$ cat src/rtl/cn_ib_pkg.sv
// Shared types and defaults for the IB-ROM to CN-memory load controller.
// Holds the FSM encoding and the address-width consistency check.
package cn_ib_pkg;

  typedef enum logic [1:0] {
    ST_IDLE,
    ST_RUN,
    ST_DONE
  } cn_ib_state_e;

  localparam int CN_PAGE_NUM    = 32;
  localparam int CN_ITER_MAX    = 25;
  localparam int CN_ROM_LATENCY = 1;

  // ROM address is {iteration, page}; both fields must fill it exactly.
  function automatic bit addr_bw_ok(
    input int rom_bw,
    input int iter_bw,
    input int page_bw
  );
    return rom_bw == iter_bw + page_bw;
  endfunction

endpackage

$ cat src/rtl/cn_ib_wr_align.sv
// Run counter and write strobe / page address aligned to the ROM
// read latency plus the one-cycle latch stage.
module cn_ib_wr_align
  import cn_ib_pkg::*;
#(
  parameter int PAGE_ADDR_BW = 5,
  parameter int ROM_LATENCY  = CN_ROM_LATENCY
) (
  input  logic                    write_clk,
  input  logic                    rstn,
  input  logic                    run,
  output logic [PAGE_ADDR_BW:0]   run_cnt,
  output logic                    cn_wr_en,
  output logic [PAGE_ADDR_BW-1:0] cn_wr_page_addr
);

  localparam int CW = PAGE_ADDR_BW + 1;
  localparam logic [CW-1:0] WR_FIRST = CW'(ROM_LATENCY + 1);

  logic [PAGE_ADDR_BW-1:0] page_off;
  logic [PAGE_ADDR_BW-1:0] page_q;

  // Count RUN cycles from 0; parked at 0 outside RUN.
  always_ff @(posedge write_clk or negedge rstn) begin
    if (!rstn)
      run_cnt <= '0;
    else if (run)
      run_cnt <= run_cnt + 1'b1;
    else
      run_cnt <= '0;
  end

  assign cn_wr_en = run && (run_cnt >= WR_FIRST);
  assign page_off = PAGE_ADDR_BW'(run_cnt - WR_FIRST);

  // Remember the last written page so the address holds when idle.
  always_ff @(posedge write_clk or negedge rstn) begin
    if (!rstn)
      page_q <= '0;
    else if (cn_wr_en)
      page_q <= page_off;
  end

  assign cn_wr_page_addr = cn_wr_en ? page_off : page_q;

endmodule

$ cat src/rtl/cn_ib_load_ctrl.sv
// Load sequencer for IB-ROM check-node tables: FSM, iteration index,
// pending-update handling and latch control toward CN memory.
module cn_ib_load_ctrl
  import cn_ib_pkg::*;
#(
  parameter int ROM_RD_BW    = 6,
  parameter int ROM_ADDR_BW  = 10,
  parameter int PAGE_ADDR_BW = 5,
  parameter int ITER_ADDR_BW = 5,
  parameter int PAGE_NUM     = CN_PAGE_NUM,
  parameter int ITER_MAX     = CN_ITER_MAX,
  parameter int ROM_LATENCY  = CN_ROM_LATENCY
) (
  input  logic                    write_clk,
  input  logic                    rstn,
  input  logic                    decode_start,
  input  logic                    iter_update,
  output logic                    rom_port_fetch,
  output logic [ITER_ADDR_BW-1:0] rom_iter_addrA,
  output logic [ITER_ADDR_BW-1:0] rom_iter_addrB,
  output logic                    cn_wr_en,
  output logic [PAGE_ADDR_BW-1:0] cn_wr_page_addr,
  output logic [ITER_ADDR_BW-1:0] iter_cnt,
  output logic                    busy,
  output logic                    load_done,
  output logic                    last_iter
);

  localparam int CW = PAGE_ADDR_BW + 1;
  localparam logic [CW-1:0] RUN_END = CW'(PAGE_NUM + ROM_LATENCY);
  localparam logic [ITER_ADDR_BW-1:0] ITER_LAST =
    ITER_ADDR_BW'(ITER_MAX - 1);

  if (!addr_bw_ok(ROM_ADDR_BW, ITER_ADDR_BW, PAGE_ADDR_BW) ||
      ROM_RD_BW < 1) begin : g_bad_bw
    $error("cn_ib_load_ctrl: ROM_ADDR_BW != ITER_ADDR_BW + PAGE_ADDR_BW");
  end

  cn_ib_state_e            state_q, state_d;
  logic [ITER_ADDR_BW-1:0] iter_q, iter_d;
  logic [ITER_ADDR_BW-1:0] addr_q;
  logic                    pend_q, pend_d;
  logic                    rs_q, rs_d;
  logic                    enter;
  logic                    upd_ok;
  logic [CW-1:0]           run_cnt;

  assign last_iter = (iter_q == ITER_LAST);
  assign upd_ok    = iter_update && !decode_start && !last_iter && !pend_q;

  // Next state, iteration index, pending update and restart flag.
  always_comb begin
    state_d = state_q;
    iter_d  = iter_q;
    pend_d  = pend_q;
    rs_d    = rs_q;
    enter   = 1'b0;
    if (decode_start) begin
      iter_d = '0;
      pend_d = 1'b0;
      if (state_q == ST_IDLE) begin
        state_d = ST_RUN;
        enter   = 1'b1;
        rs_d    = 1'b0;
      end else begin
        state_d = ST_IDLE;
        rs_d    = 1'b1;
      end
    end else begin
      unique case (state_q)
        ST_IDLE: begin
          if (rs_q) begin
            state_d = ST_RUN;
            enter   = 1'b1;
            rs_d    = 1'b0;
          end else if (upd_ok) begin
            iter_d  = iter_q + 1'b1;
            state_d = ST_RUN;
            enter   = 1'b1;
          end
        end
        ST_RUN: begin
          if (upd_ok)
            pend_d = 1'b1;
          if (run_cnt == RUN_END)
            state_d = ST_DONE;
        end
        ST_DONE: begin
          if (pend_q || upd_ok) begin
            iter_d  = iter_q + 1'b1;
            pend_d  = 1'b0;
            state_d = ST_RUN;
            enter   = 1'b1;
          end else begin
            state_d = ST_IDLE;
          end
        end
        default: state_d = ST_IDLE;
      endcase
    end
  end

  // Control state registers.
  always_ff @(posedge write_clk or negedge rstn) begin
    if (!rstn) begin
      state_q <= ST_IDLE;
      iter_q  <= '0;
      pend_q  <= 1'b0;
      rs_q    <= 1'b0;
    end else begin
      state_q <= state_d;
      iter_q  <= iter_d;
      pend_q  <= pend_d;
      rs_q    <= rs_d;
    end
  end

  // Latch base index only moves when a load begins.
  always_ff @(posedge write_clk or negedge rstn) begin
    if (!rstn)
      addr_q <= '0;
    else if (enter)
      addr_q <= iter_d;
  end

  assign rom_port_fetch = (state_q == ST_RUN);
  assign busy           = (state_q != ST_IDLE);
  assign load_done      = (state_q == ST_DONE);
  assign iter_cnt       = iter_q;
  assign rom_iter_addrA = addr_q;
  assign rom_iter_addrB = addr_q;

  cn_ib_wr_align #(
    .PAGE_ADDR_BW (PAGE_ADDR_BW),
    .ROM_LATENCY  (ROM_LATENCY)
  ) u_wr_align (
    .write_clk       (write_clk),
    .rstn            (rstn),
    .run             (rom_port_fetch),
    .run_cnt         (run_cnt),
    .cn_wr_en        (cn_wr_en),
    .cn_wr_page_addr (cn_wr_page_addr)
  );

endmodule

$ cat config.mk
export PLATFORM = sky130hd
export DESIGN_NAME = cn_ib_load_ctrl
export DESIGN_NICKNAME = d
export VERILOG_FILES = /design/src/rtl/cn_ib_pkg.sv /design/src/rtl/cn_ib_wr_align.sv /design/src/rtl/cn_ib_load_ctrl.sv
export SDC_FILE = /design/constraint.sdc
export NUM_CORES = 1
export LEC_CHECK = 0
export ABC_AREA = 1
export CAP_MARGIN = 30
export CORE_ASPECT_RATIO = 0.7
export CORE_MARGIN = 3
export CORE_UTILIZATION = 51
export DETAILED_ROUTE_END_ITERATION = 12
export GPL_ROUTABILITY_DRIVEN = 0
export HOLD_SLACK_MARGIN = 0.08
export PLACE_DENSITY = 0.79
export SYNTH_ARGS = -nofsm -noshare
export SYNTH_HDL_FRONTEND = slang
export SYNTH_HIERARCHICAL = 1
export SYNTH_SLANG_ARGS = --single-unit
$ cat constraint.sdc
create_clock -name write_clk -period 2.1 [get_ports write_clk]
set_input_delay 0.42 -clock write_clk [delete_from_list [all_inputs] [get_ports write_clk]]
set_output_delay 0.42 -clock write_clk [all_outputs]
set_load 0.02 [all_outputs]
==> flow_summary.ini <==
[status]
outcome = complete, no violations

[flow_run]
max_cap_violations = 0

[logic_synthesis]
synthFlopType = dfrtp_1
yosysTopAreaCellShare_pct = 42.2
async_flop_share_pct = 100
ys_warn_count = 6
syn-cell-area_um2 = 1480
yosysUniqueCellTypes = 25
netlist_top_cells_area = dfrtp_1 (42%), nand2_1 (12%), nand3_1 (6.1%), inv_1 (6.1%), nor2_1 (6.1%)
synth_edf_count = 0
yosysTopAreaCell = dfrtp_1
synth_most_common_cell = nand2_1
seq_area_frac_synth_pct = 42.2
syn_avg_cell_area_um2 = 7.64
synth_nets = 204
synthTopCellsByCount = nand2_1 (49), dfrtp_1 (25), inv_1 (24), nor2_1 (24), nand3_1 (18)
synth_seq_cells = 25
syn_inst = 194

[timing]
final.setup.tns_ps = 0
finalHoldWorstSlack_ps = 498
drv_slew = 0
period_share_pct = 94.0
finalHoldViolations = 0
timing.fmax_mhz = 507
fin_skew_ps = 4.14
slew_headroom_pct = 79.3
tightest_slew_ps = 307
post-route-min-period_ps = 1970
grt_setup_unrepaired = false
setup_viol = 0
fin_ws_ps = 127

[cells_and_area]
area_growth_pct = 27.7
final_nets = 245
num_antenna_cells = 0
drive_gt1_share_pct = 15.8

[clocking]
htree_levels = 1
cts_buffers = 3
clkLatencyLatePin_ps = 270
path_clk_slew_ps = 90
cts_hold_buf = 0
clk_root_buffer_cell = clkbuf_8
clk_path_buf_depth = 2
cts.sinks = 25
tritoncts = done

[die]
die-area_um2 = 3600
initial_core_util_pct = 56.8
die_h_um = 51.1
core_um2 = 2610
num_rows = 15
pin_count = 29
die_x_um = 70.4

[place]
dp_hpwl_um = 2740
place_ws_ps = -17.7
port_buffers = 28

[routing]
dr.pass1.iters = 4
finalWirelength_um = 3580
drc_errors = 0
wl_per_cell_um = 13.3
vias = 1401
ant_nets = 0
drtIter0Drc = 132
via_per_inst = 5.23

[critical_path]
crit_slowest_cell = dfrtp_1
required_ps = 1680
worstPathCellList = ha_1 -> nor2_4 -> nand2_4 -> nand2_4 -> inv_1 -> dlygate4sd2_1
critical_path.max_fanout = 6
r2r_cells = 13
rr_endpoint = rom_iter_addrA[1]
start_kind = flop
path_common_cell = nand2_4
cp_slowest_stage_delay_ps = 420
r2r_setup_slack_ps = 470
crit_arrival_ps = 1550
rr_startpoint = iter_cnt[0]
critPathKind = flop to output pin
end_kind = output pin

[grt]
grt_pass1_wl_um = 6020
grt_max_degree = 26
grt_pass1_vias = 1301
gr-total-overflow = 0
antenna_found_initial = 0
grt_use_total_pct = 21.5

[worst_hold_path]
min_path_type = flop to flop
min_from = u_wr_align/page_q[1]
hold_path_depth = 2
min_to = u_wr_align/page_q[1]

[power_and_ir_drop]
power_density_nw_per_um2 = 1360
ir_drop_uv = 759
p_leak_nw = 1.04
==> worst max-delay path, delay by kind of cell (launching register included) <==
family | cells | cell delay [ps]
and+or+nand+nor | 3 | 310
adders and majority gates | 1 | 220
buffers and inverters | 2 | 350
DFF | 1 | 420
==> area by class of cell <==
cell class,instances,area (um2)
Fill cell,202,717
Multi-Input combinational cell,135,699
Sequential cell,25,626
Timing Repair Buffer,43,373
Inverter,27,101
Tap cell,34,42.5
Clock buffer,3,41.3
Clock inverter,1,8.76
==> state kept, by name, indices dropped and copies added, names as in the netlist <==
name                flops
pend_q                  1
u_wr_align/page_q       5
u_wr_align/run_cnt      6
rs_q                    1
iter_cnt                5
rom_iter_addrA          5
state_q                 2
==> layout by cell type (no fill, tap or decap) <==
| cell type | n |
|---|---|
| nand4_1 | 6 |
| inv_6 | 1 |
| nor2_1 | 24 |
| buf_2 | 2 |
| nor4b_1 | 1 |
| and2_1 | 2 |
| nor2_4 | 3 |
| buf_4 | 15 |
| a21oi_1 | 5 |
| dlygate4sd2_1 | 2 |
| xor2_1 | 1 |
| o21ai_0 | 4 |
| inv_1 | 24 |
| nor3_1 | 3 |
| nand3_1 | 18 |
| nor2_2 | 1 |
| and3_1 | 2 |
| nand2_2 | 3 |
| nand2_1 | 49 |
| ha_1 | 6 |
| dlymetal6s2s_1 | 3 |
| inv_2 | 3 |
| dfrtp_1 | 25 |
| clkbuf_8 | 3 |
| a21boi_1 | 1 |
| nor4_1 | 1 |
| clkbuf_2 | 3 |
| nand3b_1 | 2 |
| nor3_2 | 1 |
| nand2_4 | 2 |
| clkdlybuf4s50_1 | 18 |
==> worst max path at each step <==
stage	from	to	slack, ps	cells after the start
2_1_floorplan	state_q[0]	cn_wr_page_addr[2]	170	6
3_3_place_gp	u_wr_align/run_cnt[4]	cn_wr_page_addr[2]	70	8
3_5_place_dp	u_wr_align/run_cnt[4]	cn_wr_page_addr[0]	-20	8
4_1_cts	u_wr_align/run_cnt[4]	cn_wr_page_addr[2]	5	8
5_1_grt	u_wr_align/run_cnt[1]	cn_wr_page_addr[3]	40	6
6_report	u_wr_align/run_cnt[1]	cn_wr_en	130	6
==> layer usage <==
| metal | GRT usage (%) | part of all wire, % | vias up | wire length [um] |
|---|---|---|---|---|
| met5 | 0 | 0 | - | 0 |
| met4 | 4.46 | 1.3 | 0 | 46 |
| li1 | - | - | 692 | - |
| met2 | 35.1 | 46 | 61 | 1660 |
| met1 | 29.7 | 45 | 642 | 1620 |
| met3 | 4.52 | 6.8 | 6 | 244 |
==> what timing repair did <==
action	in CTS	in global routing
resized for setup	14	9
buffers inserted	0	2
setup endpoints to repair	7	8
hold endpoints to repair	0	0
==> stage by stage <==
step,total power [W],util (%),instance area (um2),cells
2_1_floorplan,0.00172,-,1480,194
3_3_place_gp,0.00228,70.6,1840,262
3_5_place_dp,0.00235,70.6,1840,262
4_1_cts,0.00261,72.5,1890,266
5_1_grt,0.00277,72.5,1890,268
6_report,0.00257,72.5,1890,268
==> cells by family (layout without fill, tap and decap cells) <==
kind of cell	count (synthesis)	count (layout)	synth area share, %
fa+ha+maj	6	6	5.07
buf+inv	34	74	10.9
simple gates	118	118	37.7
compound gates	10	10	3.55
xor+xnor	1	1	0.591
flops	25	25	42.2
==> power by group <==
group	total [W]	internal, W	leakage (nW)	switching, W
Combinational	0.00156	0.000601	0.687	0.000957
Sequential	0.000717	0.000632	0.328	0.0000853
Clock	0.000299	0.000139	0.0261	0.000160
Total	0.00257	0.00137	1.04	0.00120
No activity file was read; power rests on OpenSTA's default activity.
